$ cat config.mk
export PLATFORM = sky130hd
export DESIGN_NAME = majority_scan_ctrl
export DESIGN_NICKNAME = d
export VERILOG_FILES = /design/src/rtl/majority_scan_ctrl.sv
export SDC_FILE = /design/constraint.sdc
export NUM_CORES = 1
export LEC_CHECK = 0
export BUFFER_PORTS_ARGS = -buffer_cell sky130_fd_sc_hd__buf_2
export CAP_MARGIN = 20
export CORE_ASPECT_RATIO = 1.4
export CORE_MARGIN = 2
export CORE_UTILIZATION = 40
export CTS_CLUSTER_SIZE = 16
export DETAILED_ROUTE_END_ITERATION = 10
export MAX_ROUTING_LAYER = met4
export REMOVE_ABC_BUFFERS = 1
export SLEW_MARGIN = 20
export SYNTH_ARGS = -nofsm -noshare
export SYNTH_HDL_FRONTEND = slang
export SYNTH_SLANG_ARGS = --single-unit
$ cat constraint.sdc
create_clock -name clk -period 5 [get_ports clk]
set_input_delay 0.5 -clock clk [delete_from_list [all_inputs] [get_ports clk]]
set_output_delay 0.5 -clock clk [all_outputs]
set_load 0.005 [all_outputs]
$ cat src/rtl/majority_scan_ctrl.sv
// Time-shares one external 2-of-3 majority detector across N_CH 3-bit channels.
// Each scan snapshots all channels, feeds them to the detector and publishes result, 7-seg digit and running total.
module majority_scan_ctrl #(
  parameter int MAX_COUNT = 10_000_000,
  parameter int N_CH      = 4
) (
  input  logic              clk,
  input  logic              rst_n,
  input  logic              ena,
  input  logic              start,
  input  logic [3*N_CH-1:0] ch_in,
  output logic [2:0]        det_in,
  input  logic              det_out,
  output logic [N_CH-1:0]   result,
  output logic              valid,
  output logic              busy,
  output logic              overrun,
  output logic [6:0]        seg_out,
  output logic [7:0]        total_hits
);

  localparam int CW = $clog2(MAX_COUNT);
  localparam int IW = (N_CH > 1) ? $clog2(N_CH) : 1;
  localparam logic [CW-1:0] CNT_LAST = CW'(MAX_COUNT - 1);
  localparam logic [IW-1:0] IDX_LAST = IW'(N_CH - 1);

  typedef enum logic [1:0] {IDLE, DRIVE, SAMPLE, DONE} state_t;

  state_t          state, state_nxt;
  logic [CW-1:0]   cnt;
  logic            tick;
  logic            trig;
  logic [IW-1:0]   idx;
  logic [2:0]      snap [N_CH];
  logic [N_CH-1:0] shadow;
  logic [3:0]      hits;
  logic [8:0]      total_sum;

  function automatic logic [3:0] popcount(input logic [N_CH-1:0] v);
    logic [3:0] c;
    c = '0;
    for (int k = 0; k < N_CH; k++) c = c + {3'b000, v[k]};
    return c;
  endfunction

  function automatic logic [6:0] seg_enc(input logic [3:0] d);
    logic [6:0] s;
    case (d)
      4'd0:    s = 7'h3F;
      4'd1:    s = 7'h06;
      4'd2:    s = 7'h5B;
      4'd3:    s = 7'h4F;
      4'd4:    s = 7'h66;
      4'd5:    s = 7'h6D;
      4'd6:    s = 7'h7D;
      4'd7:    s = 7'h07;
      4'd8:    s = 7'h7F;
      4'd9:    s = 7'h6F;
      default: s = 7'h00;
    endcase
    return s;
  endfunction

  // Prescaler runs independently of the scan FSM; ena only freezes it.
  // NOTE: sequential state always uses non-blocking (<=) so every register samples pre-edge values.
  always_ff @(posedge clk or negedge rst_n) begin
    if (!rst_n)   cnt <= '0;
    else if (ena) cnt <= (cnt == CNT_LAST) ? '0 : cnt + 1'b1;
  end

  assign tick = ena && (cnt == CNT_LAST);
  assign trig = tick || start;
  assign busy = (state != IDLE);

  always_ff @(posedge clk or negedge rst_n) begin
    if (!rst_n) state <= IDLE;
    else        state <= state_nxt;
  end

  // NOTE: state_nxt gets a default before the case so no path leaves it unassigned (no latch).
  always_comb begin
    state_nxt = state;
    case (state)
      IDLE:    if (trig) state_nxt = DRIVE;
      DRIVE:   state_nxt = SAMPLE;
      SAMPLE:  state_nxt = (idx == IDX_LAST) ? DONE : DRIVE;
      DONE:    state_nxt = IDLE;
      default: state_nxt = IDLE;
    endcase
  end

  // NOTE: the snapshot array has no reset; it is always loaded at scan start before being read.
  always_ff @(posedge clk) begin
    if (state == IDLE && trig)
      for (int k = 0; k < N_CH; k++) snap[k] <= ch_in[3*k +: 3];
  end

  assign hits      = popcount(shadow);
  assign total_sum = {1'b0, total_hits} + {5'b00000, hits};

  always_ff @(posedge clk or negedge rst_n) begin
    if (!rst_n) begin
      idx        <= '0;
      det_in     <= '0;
      shadow     <= '0;
      result     <= '0;
      valid      <= 1'b0;
      overrun    <= 1'b0;
      seg_out    <= 7'h3F;
      total_hits <= '0;
    end else begin
      valid <= (state == DONE);
      // A trigger is never queued; it only leaves a sticky mark.
      if (trig && state != IDLE) overrun <= 1'b1;
      case (state)
        IDLE:   if (trig) idx <= '0;
        DRIVE:  det_in <= snap[idx];
        SAMPLE: begin
          shadow[idx] <= det_out;
          if (idx != IDX_LAST) idx <= idx + 1'b1;
        end
        DONE: begin
          result     <= shadow;
          seg_out    <= seg_enc(hits);
          total_hits <= total_sum[8] ? 8'hFF : total_sum[7:0];
        end
        default: ;
      endcase
    end
  end

endmodule

# --- Word level (Yosys, flattened, before mapping) ---
# Memories as Yosys holds them, arrays and structs flattened. A register that Yosys moved wholly into a read port is not among the register bits.
# Cells that the tools add are included.
totals:
  in_bits: 17
  romBits: 112
  reg_bits: 46
  word_cells: 50
  ramBits: 12
  mem_count: 2
op_classes:
  order_cmp: 2
  n_eq_ne: 8
  n_reduce_logical: 11
  addsub: 6
  mux: 13
mem_list:
  columns: ["name", "depth", "word_bits", "rd", "rd_ports_with_merged_regs", "write_ports", "line", "text"]
  rows:
  - ["(name not given)", 16, 7, 1, 1, 0, "48", "case (d)"]
  - ["snap", 4, 3, 1, 1, 4, "34", "logic [2:0] snap [N_CH];"]
op_table:
  columns: ["operator", "n"]
  rows:
  - ["$add 24x1->24 const B", 1]
  - ["$eq 24x24->1 const B", 1]
  - ["$mux 24", 1]
  - ["$add 8x4->9", 1]
  - ["$mux 2", 4]
  - ["$mux 8", 1]
  - ["$pmux 2 s4", 1]
  - ["$eq 2x2->1 const B", 3]
  - ["$ne 2x2->1 const B", 3]
  - ["$add 3x1->4", 1]
  - ["$bwmux 4", 1]
  - ["$logic_and 1x1->1", 4]
  - ["$pmux 2 s2", 1]
  - ["$reduce_bool 2->1", 2]
  - ["$add 2x1->3", 1]
  - ["$lt 2x3->1 const B", 1]
  - ["$mux 1", 3]
  - ["$reduce_and 3->1", 1]
  - ["$add 1x1->2", 1]
  - ["$add 2x1->2 const B", 1]
  - ["$demux 1 s2", 1]
  - ["$eq 2x1->1 const B", 1]
  - ["$ge 2x1->1 const B", 1]
  - ["$logic_not 1->1", 2]
  - ["other kinds (2)", 2]

# --- Depth between registers and ports, before layout ---
# Gate-level depths: netlist of run 1.
depth:
  depth_word: 6
  mapped_depth: 12
  ltp_nobuf: 12

# --- Worst setup path before layout of run 1 ---
# Ideal clock, no wire load.
synth_timing:
  path_kind: "reg-to-reg"
  startpoint: "register shadow[1]"
  endpoint: "register total_hits[4]"
  arrival_time_ns: 2.619
  setup_time_ns: 0.070
  path_buffers: 0
  path_slack_ns: 2.311
  stages_incl_launch_ff: 12
  required_ns: 4.930
  path_cell_list: "dfrtp_1 inv_1 fa_1 inv_1 ha_1 inv_1 ha_1 inv_1 fa_1 o21a_1 or3_1 nand3_1"
synth_between:
  elab_chain_len: 5
synth_rtl:
  columns: ["element", "line", "text"]
  rows:
  - ["start, declared", "35", "logic [N_CH-1:0] shadow;"]
  - ["start signal, assigned by index", "119", "shadow[idx] <= det_out;"]
  - ["$add 1x1->2", "42", "for (int k = 0; k < N_CH; k++) c = c + {3'b000, v[k]};"]
  - ["$add 2x1->3", "42", null]
  - ["$add 3x1->4", "42", null]
  - ["$add 8x4->9", "99", "assign total_sum = {1'b0, total_hits} + {5'b00000, hits};"]
  - ["$mux 8", "125", "total_hits <= total_sum[8] ? 8'hFF : total_sum[7:0];"]
  - ["end signal, assigned", "125", null]
  - ["end, declared", "19", "output logic [7:0] total_hits"]
# Every way passes these cells.
# A chain may end at the register's enable or synchronous reset.

# --- Worst setup path after layout of run 1 ---
layout_timing:
  startpoint: "register shadow[1]"
  endpoint: "register total_hits[1]"
# The elaborated chain is that of the path after synthesis.

==> results of run 1 <==
-- state kept, by name, indices dropped and copies added, names as in the netlist, 2 cells and up --
signal	cells
shadow	4
cnt	24
state	2
det_in	3
seg_out	7
snap	12
result	4
total_hits	8
idx	2
-- metrics by stage --
step	area, sq um	std cells
3_5_place_dp	3680	441
5_1_grt	3960	457
2_1_floorplan	3330	296
4_1_cts	3960	457
6_report	3960	457
3_3_place_gp	3680	441
-- synth_stat cells (3+ instances only) --
master and instances:
a21oi_1 12, a31o_2 3, a31oi_1 3, and3_1 5
clkbuf_1 9, dfrtp_1 50, dfstp_2 6, edfxtp_1 12
ha_1 17, inv_1 20, mux2_2 6, mux4_2 3
nand2_1 31, nand3_1 10, nand4_1 9, nor2_1 21
nor2b_1 3, nor3_1 3, nor4_1 6, o21a_1 3
o21ai_0 15, o41ai_1 3, or3_1 4, xnor2_1 15
xor2_1 6
-- layer usage --
layer  vias to the layer above  GRT usage (%)  share of wire, %
li1                       1178              -                 -
met2                        43           25.7                50
met1                      1115           19.7                44
met5                         -              -                 0
met3                        12           4.10               3.9
met4                         0           7.00               2.1
-- cells by family after synthesis --
kind of cell	count (synthesis)	synth area share [%]
mux	11	4.60
simple gates	107	17.3
flops	68	52.5
fa+ha+maj	19	7.50
buf+inv	31	3.49
compound gates	49	9.13
xor+xnor	21	5.46
-- how the worst min path moves through the flow --
stage | startpoint | to | slack, ns
after floorplan | rst_n | cnt[0] | 0.20
after detailed placement | result[2] | result[2] | 0.46
final | rst_n | result[1] | 0.30
after CTS | rst_n | result[2] | 0.33
after global placement | result[2] | result[2] | 0.46
after global routing | ch_in[8] | snap[2][2] | 0.33
-- area by class of cell --
class                           instances  area [sq um]
Timing Repair Buffer                   43           220
Tap cell                              102           128
Inverter                               21          78.8
Sequential cell                        68          1770
Clock buffer                           10           239
Multi-Input combinational cell        207          1480
Clock inverter                          6          40.0
Fill cell                             782          4240
-- report_power, final --
group          total (mW)  leakage, nW  internal (mW)  switching [mW]
Combinational       0.854        0.798          0.384           0.470
Sequential          0.867        0.820          0.730           0.137
Clock               0.584        0.138          0.348           0.237
Total                2.31         1.76           1.46           0.844
==> flow_metrics.tcl, run 1 <==
set metrics [dict create \
    min_period_over_period_pct 58.1 \
    crit_path_start_kind "flop" \
    ys_async_sr_fraction_pct 82.4 \
    p_per_area_nw_per_um2 582 \
    r2r_end "total_hits[1]" \
    syn_to_final_growth_pct 17.4 \
    wl_per_cell_um 14.1 \
    maxSlewHeadroom_pct 52.6 \
    grt_max_degree 57 \
    critical-path-slowest-cell "fa_1" \
    crit_arrival_ns 3.14 \
    setup_viol 0 \
    crit_top_cell "inv_1" \
    first_pass_iters 4 \
    grt_pass1_wl_mm 11.3 \
    hold_slack_ns 0.298 \
    cts_buffer_depth 2 \
    synth_cell_types 46 \
    min_path_type "in2async" \
    dr.first_iter.drc_count 141 \
    cp.depth 11 \
    path_max_fanout 6 \
    grt_usage_pct 16.3 \
    port_buffers 41 \
    htreeDepth 3 \
    end_kind "flop" \
    ys_seq_area_share_pct 52.5 \
    grt_setup_unrepaired "no" \
    r2r_cells 11 \
    dieArea_sq_um 9190 \
    synthFlopType "dfrtp_1" \
    dp_slack_ns 2.08 \
    start_util_pct 41.1 \
    cts_sinks 68 \
    critical_path.top_delay_family "adder cells" \
    path_buf_inv 4 \
    layout_setup_ws_ns 2.09 \
    cts_hold_buf 0 \
    worstSetupPathType "reg2reg" \
    antenna_cells 0 \
    r2r-start "shadow[1]" \
    pin_count 42 \
    fp.coreArea_sq_um 8200 \
    yosys-top-cells-area "dfrtp_1 37%, edfxtp_1 11%, ha_1 6.3%" \
    synth_area_per_cell_sq_um 11.0 \
    cts.clk_slew.worst_paths_ns 0.06 \
    post-route-drc-count 0 \
    cts_setup_buffers 0 \
    slew_viol_final 0 \
    mostFrequentLayoutCells "50 x dfrtp_1, 41 x buf_2, 31 x nand2_1, 21 x nor2_1, 20 x inv_1" \
    avgViaCountPerCell 5.14 \
    max_freq_ghz 0.344 \
    cp-endpoint "total_hits[1]" \
    required_ns 5.23 \
    final_nets 386 \
    p_total_mw 2.31 \
    synth_edf_count 12 \
    p_leak_nw 1.76 \
    r2r_slack_ns 2.09 \
    path_cells "inv_1, fa_1, inv_1, ha_1, inv_1, ha_1, inv_1, fa_1, o21ai_0, nand3_1, o211ai_1" \
    grt_pass1_vias 2399 \
    crit_path_start "shadow[1]" \
    ys_ff_latch 68 \
    tritoncts "done" \
    post_route_cells_drive_above_1_share_pct 23.1 \
    status "completed" \
    skew_ns 0.00488 \
    antenna_found_initial 0 \
    cts_resized 0 \
    die_y_um 113 \
    synth.top_cell.area_share_pct 37.1 \
    vias 2348 \
    netlist_area_sq_um 3370 \
    finalHoldViolations 0 \
    final.setup.tns_ns 0 \
    yosys_warnings 0 \
    synth_top_area_cell "dfrtp_1" \
    post-route-util_pct 48.3 \
    cp_slowest_stage_delay_ns 0.47 \
    clk-insertion-delay-late_ns 0.33 \
    die_w_um 81.6 \
    grt_overflow 0 \
    fp-row-count 39 \
    period_needed_ns 2.91 \
    finalWeightedCongestion 0.824 \
    drtAntennaViolNets 0 \
    worst_pin_slew_ns 0.711 \
    wirelength_mm 6.45 \
    ir_drop_mv 0.262 \
    final_common_cell "dfrtp_1" \
    dp_hpwl_mm 4.52 \
    max_cap_violations 0 \
    syn-instance-count 306 \
    cts_made_buffers 9 \
    cts_root_buf "clkbuf_16" \
]
Note: power is estimated with default switching activity, not from simulation.
==> inputs of run 2 (changes only) <==
--- a/config.mk
+++ b/config.mk
@@ -5,6 +5,7 @@
 export SDC_FILE = /design/constraint.sdc
 export NUM_CORES = 1
 export LEC_CHECK = 0
+export ABC_AREA = 1
 export BUFFER_PORTS_ARGS = -buffer_cell sky130_fd_sc_hd__buf_2
 export CAP_MARGIN = 20
 export CORE_ASPECT_RATIO = 1.4
==> constraint.sdc (replaced) <==
create_clock -name clk -period 2.6 [get_ports clk]
set_input_delay 0.26 -clock clk [delete_from_list [all_inputs] [get_ports clk]]
set_output_delay 0.26 -clock clk [all_outputs]
set_load 0.005 [all_outputs]
==> run 2 against run 1 <==
  * Die area is 5.5% higher
  * Final cell count is 32% higher
  * First-iteration DRC count increased by 22%
  * Largest cell class unchanged
  * Critical path depth grew 4
  * Synthesized cell count increased by 40%
  * Setup slack worse by 2.0 ns
  * Largest power group is now combinational cells
==> flow_metrics.tcl, run 2 <==
set metrics [dict create \
    dr.first_iter.drc_count 172 \
    ir_drop_mv 0.749 \
    first_pass_iters 4 \
    mostFrequentLayoutCells "84 x nand2_1, 57 x nor2_1, 51 x inv_1, 50 x dfrtp_1, 41 x buf_2" \
    synth_commonest_cells "90 x nand2_1, 59 x nor2_1, 58 x inv_1, 50 x dfrtp_1, 33 x o21ai_0" \
    wirelength_mm 7.11 \
    final_common_cell "nand2_1" \
    crit_arrival_ns 2.75 \
    top_register "cnt" \
    post_route_cells_drive_above_1_share_pct 25.3 \
    holdPathEnd "snap[0][0]" \
    status "completed" \
    wl_per_cell_um 11.8 \
    setup_viol 0 \
    synthFlopType "dfrtp_1" \
    htreeDepth 3 \
    holdCritStartpoint "ch_in[0]" \
    worst_pin_slew_ns 0.415 \
    ys_seq_area_share_pct 49.6 \
    final_area_sq_um 4430 \
    netlist_area_sq_um 3560 \
    grt_max_degree 57 \
    drtAntennaViolNets 0 \
    antenna_found_initial 0 \
    syn_to_final_growth_pct 24.2 \
    fp-row-count 40 \
    ys_async_sr_fraction_pct 82.4 \
    cts_sinks 68 \
    r2r_end "total_hits[5]" \
    min_path_cells 1 \
    seqPwrFrac_pct 31.5 \
    max_freq_ghz 0.394 \
    r2r-start "shadow[3]" \
    switching_share_pct 38.0 \
    post-route-util_pct 51.4 \
    stdcell_count 603 \
    vias 2920 \
    slew_viol_final 0 \
    grt_usage_pct 16.1 \
    dpl-instance-area_sq_um 3980 \
    largestRegisters "cnt x24, snap x12, total_hits x8" \
    cts_root_buf "clkbuf_16" \
    cts_buffer_depth 2 \
    finalHoldViolations 0 \
    p_leak_nw 2.23 \
    fp.coreArea_sq_um 8610 \
    p_switching_mw 2.04 \
    clk-insertion-delay-late_ns 0.34 \
    hold_slack_ns 0.101 \
    synth.most_common_cell "nand2_1" \
    min_period_over_period_pct 97.6 \
    grt_setup_unrepaired "yes" \
    cts.clk_slew.worst_paths_ns 0.06 \
    tritoncts "done" \
    maxSlewHeadroom_pct 72.3 \
    p_per_area_nw_per_um2 1210 \
    yosys-top-cells-area "dfrtp_1 35%, edfxtp_1 10%, nand2_1 9.5%" \
    port_buffers 41 \
    skew_ns 0.00822 \
    pin_count 42 \
    required_ns 2.82 \
    final_nets 529 \
    yosys_warnings 0 \
    synth_top_area_cell "dfrtp_1" \
    die_y_um 116 \
    syn-instance-count 428 \
    max_cap_violations 0 \
    worstSetupPathType "reg2reg" \
    finalWeightedCongestion 0.900 \
    end_kind "flop" \
    die_w_um 83.8 \
    grt_overflow 0 \
    p_int_mw 3.33 \
    synth_cell_types 32 \
    cts_made_buffers 9 \
    r2r_slack_ns 0.06 \
    r2r_cells 15 \
    antenna_cells 0 \
    synth_area_per_cell_sq_um 8.33 \
    crit_path_start_kind "flop" \
    dieArea_sq_um 9690 \
    dp_hpwl_mm 5.08 \
    place_inst 580 \
    clockPowerShare_pct 20.8 \
    grt_pass1_wl_mm 12.1 \
    avgViaCountPerCell 4.84 \
    p_comb_share_pct 47.6 \
    ys_ff_latch 68 \
    period_needed_ns 2.54 \
    fillerInstances 822 \
    min_path_type "in2reg" \
    synth_edf_count 12 \
    path_max_fanout 3 \
    synth.top_cell.area_share_pct 35.1 \
    largest_register_ff_count 24 \
    post-route-drc-count 0 \
    start_util_pct 41.4 \
    grt_pass1_vias 2716 \
]
## run 2: cell types whose count changed after synthesis, sizes merged, moves of 5 or more
cell    change
nor4        -5
and3        -5
clkbuf      -7
nand2      +62
or3         -6
o21ai      +19
nor2       +45
nand3      +18
mux2        -6
inv        +40
xnor2      -15
## run 2: critical path, cell delays in order, from the launching register on
cell and delay, ns:
dfrtp_1 0.35, inv_2 0.05, fa_1 0.54, inv_2 0.05, ha_4 0.16, inv_4 0.06
ha_4 0.20, buf_6 0.12, ha_4 0.24, a21o_1 0.10, nand2_1 0.06, nand2_2 0.09
nand2_2 0.07, nor2_2 0.12, xor2_1 0.15, nand2_1 0.07
## run 2: area by class of cell
class | count | area, sq um | area share, %
Sequential cell | 68 | 1770 | 40.0
Multi-Input combinational cell | 293 | 1650 | 37.2
Timing Repair Buffer | 61 | 374 | 8.45
Clock buffer | 10 | 239 | 5.40
Inverter | 60 | 228 | 5.14
Tap cell | 105 | 131 | 2.97
Clock inverter | 6 | 38.8 | 0.876
## run 2: power by group through the flow
stage	logic, mW	registers [mW]	clock network (mW)
2_1_floorplan	1.33	1.67	0
3_3_place_gp	2.06	1.69	0
3_5_place_dp	2.11	1.69	0
4_1_cts	2.39	1.69	1.16
5_1_grt	2.94	1.74	1.21
6_report	2.56	1.69	1.12
## run 2: worst max-delay path by stage
| stage | to | startpoint | slack, ns |
|---|---|---|---|
| after global placement | total_hits[0] | shadow[1] | -0.05 |
| final | total_hits[5] | shadow[3] | 0.06 |
| after floorplan | total_hits[4] | shadow[1] | -0.04 |
| after detailed placement | total_hits[0] | shadow[1] | -0.12 |
| after global routing | total_hits[5] | shadow[3] | -0.07 |
| after CTS | total_hits[5] | shadow[0] | 0.009 |
## run 2: cell families after synthesis
kind of cell | after synthesis | share of synthesized area [%]
AO/OA/AOI/OAI | 57 | 8.53
flip-flops | 68 | 49.6
buffers and inverters | 67 | 7.23
adder cells (fa/ha/maj) | 19 | 7.09
XOR/XNOR | 4 | 0.983
AND/OR/NAND/NOR | 213 | 26.5
## run 2: timing repair
| item | in CTS | in global routing |
|---|---|---|
| hold buffers | 1 | 0 |
| gates resized for setup | 16 | 16 |
| setup buffers | 2 | 4 |
| endpoints found under the setup margin | 7 | 8 |
| pin swaps | 5 | 9 |
| endpoints found under the hold margin | 50 | 0 |
## run 2: routing by layer
metal	share of wire [%]	vias to the layer above	track usage (%)	wire length [um]
met5	0	-	-	0
met1	45	1343	19.1	3200
met3	3.5	17	3.13	246
li1	-	1512	-	-
met2	49	48	25.8	3480
met4	2.7	0	8.82	193
## run 2: stage by stage
| stage | power (mW) | worst slack [ns] | TNS, ns |
|---|---|---|---|
| after floorplan | 2.99 | -0.0370 | -0.122 |
| after global placement | 3.75 | -0.0459 | -0.156 |
| after detailed placement | 3.80 | -0.117 | -0.550 |
| after CTS | 5.23 | 0.00896 | 0 |
| after global routing | 5.90 | -0.0687 | -0.208 |
| final | 5.38 | 0.0620 | 0 |
==> inputs of run 3 (changes only) <==
--- a/config.mk
+++ b/config.mk
@@ -6,7 +6,7 @@
 export NUM_CORES = 1
 export LEC_CHECK = 0
 export ABC_AREA = 1
-export BUFFER_PORTS_ARGS = -buffer_cell sky130_fd_sc_hd__buf_2
+export BUFFER_PORTS_ARGS = -buffer_cell sky130_fd_sc_hd__buf_4
 export CAP_MARGIN = 20
 export CORE_ASPECT_RATIO = 1.4
 export CORE_MARGIN = 2
==> run 3 against run 2 <==
  * The flow now finishes with violations (hold timing)
  * Sequential cell count unchanged
  * Die area is the same
  * Clock skew decreased by 0.0033 ns
  * Total power increased by 3.9%
  * Largest cell class unchanged
  * Largest power group unchanged
==> flow_metrics.tcl, run 3 (same netlist as run 2, synthesis figures left out) <==
set metrics [dict create \
    place_inst 579 \
    htreeDepth 3 \
    crit_path_start_kind "flop" \
    critical_path.top_delay_family "adder cells" \
    drtAntennaViolNets 0 \
    critical-path-slowest-cell "fa_1" \
    cts.clk_slew.worst_paths_ns 0.06 \
    final_common_cell "nand2_1" \
    grt_pass1_wl_mm 12.5 \
    cts_buffer_depth 2 \
    ir_drop_mv 0.662 \
    worstSetupPathType "reg2reg" \
    top_register "cnt" \
    wirelength_mm 7.20 \
    pin_count 42 \
    path_buf_inv 6 \
    r2r_cells 15 \
    fp.coreArea_sq_um 8610 \
    seqPwrFrac_pct 30.5 \
    start_util_pct 41.4 \
    post_route_cells_drive_above_1_share_pct 24.6 \
    status "finished, violations left" \
    dp_hpwl_mm 5.12 \
    clockPowerShare_pct 23.1 \
    cp.depth 15 \
    grt_pass1_vias 2820 \
    grt_overflow 0 \
    mostFrequentLayoutCells "85 x nand2_1, 57 x nor2_1, 56 x buf_4, 51 x inv_1, 50 x dfrtp_1" \
    cts_made_buffers 9 \
    p_total_mw 5.59 \
    final_nets 526 \
    min_period_over_period_pct 97.3 \
    cts_sinks 68 \
    stdcell_count 600 \
    port_buffers 41 \
    max_freq_ghz 0.395 \
    largestRegisters "cnt x24, snap x12, total_hits x8" \
    cp_slowest_stage_delay_ns 0.48 \
    switching_share_pct 36.2 \
    antenna_cells 0 \
    violations "hold timing" \
    required_ns 2.81 \
    first_pass_iters 4 \
    path_max_fanout 3 \
    wl_per_cell_um 12.0 \
    min_path_type "in2async" \
    grt_setup_unrepaired "yes" \
    setup_viol 0 \
    post-route-util_pct 52.5 \
    dr.first_iter.drc_count 194 \
    largest_register_ff_count 24 \
    grt_max_degree 57 \
    end_kind "flop" \
    antenna_found_initial 0 \
    avgViaCountPerCell 4.86 \
    dpl-instance-area_sq_um 4060 \
    final.setup.tns_ns 0 \
    final_area_sq_um 4520 \
    tritoncts "done" \
    post-route-drc-count 0 \
    p_per_area_nw_per_um2 1240 \
    p_leak_nw 2.26 \
    fp-row-count 40 \
    skew_ns 0.00490 \
    finalWeightedCongestion 0.857 \
    crit_arrival_ns 2.74 \
    dieArea_sq_um 9690 \
    cts_root_buf "clkbuf_16" \
    hold_slack_ns -0.0227 \
    p_int_mw 3.56 \
    vias 2916 \
    worst_pin_slew_ns 0.687 \
    maxSlewHeadroom_pct 54.2 \
    path_cells "inv_2, fa_1, inv_2, ha_4, inv_4, ha_4, inv_2, fa_2, inv_2, nand2_1, nand2_2, nand2_2, nor2_4, buf_4, o21ai_0" \
    finalHoldViolations 50 \
    grt_usage_pct 16.6 \
    clk-insertion-delay-late_ns 0.33 \
    p_switching_mw 2.02 \
    crit_top_cell "inv_2" \
    period_needed_ns 2.53 \
    slew_viol_final 0 \
    p_comb_share_pct 46.3 \
    die_y_um 116 \
    die_w_um 83.8 \
    syn_to_final_growth_pct 26.9 \
    max_cap_violations 0 \
]
run 3: cell count changes in the layout (fill, tap and decap cells not counted), moves of 2 or more:
cell / delta
buf_2: -41
clkinv_2: -2
bufinv_16: +2
buf_4: +39
run 3: layer usage:
metal / vias up / GRT usage, % / routed length, um
li1: 1506 / - / -
met1: 1339 / 19.1 / 3230
met2: 57 / 27.5 / 3540
met3: 14 / 4.63 / 303
met4: 0 / 6.77 / 127
met5: - / - / 0
run 3: final cells by class:
| type | count | area [sq um] |
|---|---|---|
| Fill cell | 798 | 4090 |
| Sequential cell | 68 | 1770 |
| Multi-Input combinational cell | 293 | 1630 |
| Timing Repair Buffer | 58 | 443 |
| Clock buffer | 10 | 229 |
| Inverter | 60 | 228 |
| Tap cell | 105 | 131 |
| Clock inverter | 6 | 88.8 |
run 3: timing repair:
item,4_1_cts,5_1_grt
resized for setup,14,17
buffers inserted,3,2
pin swaps,7,12
endpoints found under the setup margin,7,8
hold buffers,0,0
run 3: final timing paths:
kind                       slack (ns)        from            end
setup / recovery                 0.07   shadow[1]  total_hits[6]
hold / removal                  -0.02       rst_n        cnt[11]
setup reg to reg                 0.07   shadow[1]  total_hits[6]
hold reg to reg                  0.47  seg_out[0]     seg_out[0]
max in group asynchronous        2.17       rst_n         idx[1]
min in group clk                 0.10    ch_in[0]     snap[0][0]
run 3: stage by stage:
stage          hold slack [ns]  setup WS, ns
6_report               -0.0227        0.0699
5_1_grt                 0.0351       -0.0599
4_1_cts                0.00849       0.00106
3_5_place_dp             0.364        -0.143
3_3_place_gp             0.354       -0.0477
2_1_floorplan          -0.0356       -0.0370
run 3: power by group through the flow:
stage	Clock, mW	Combinational (mW)	Sequential, mW
global route	1.38	2.96	1.76
CTS	1.33	2.44	1.70
global placement	0	2.16	1.70
finish	1.29	2.59	1.70
detailed placement	0	2.20	1.71
floorplan	0	1.33	1.67
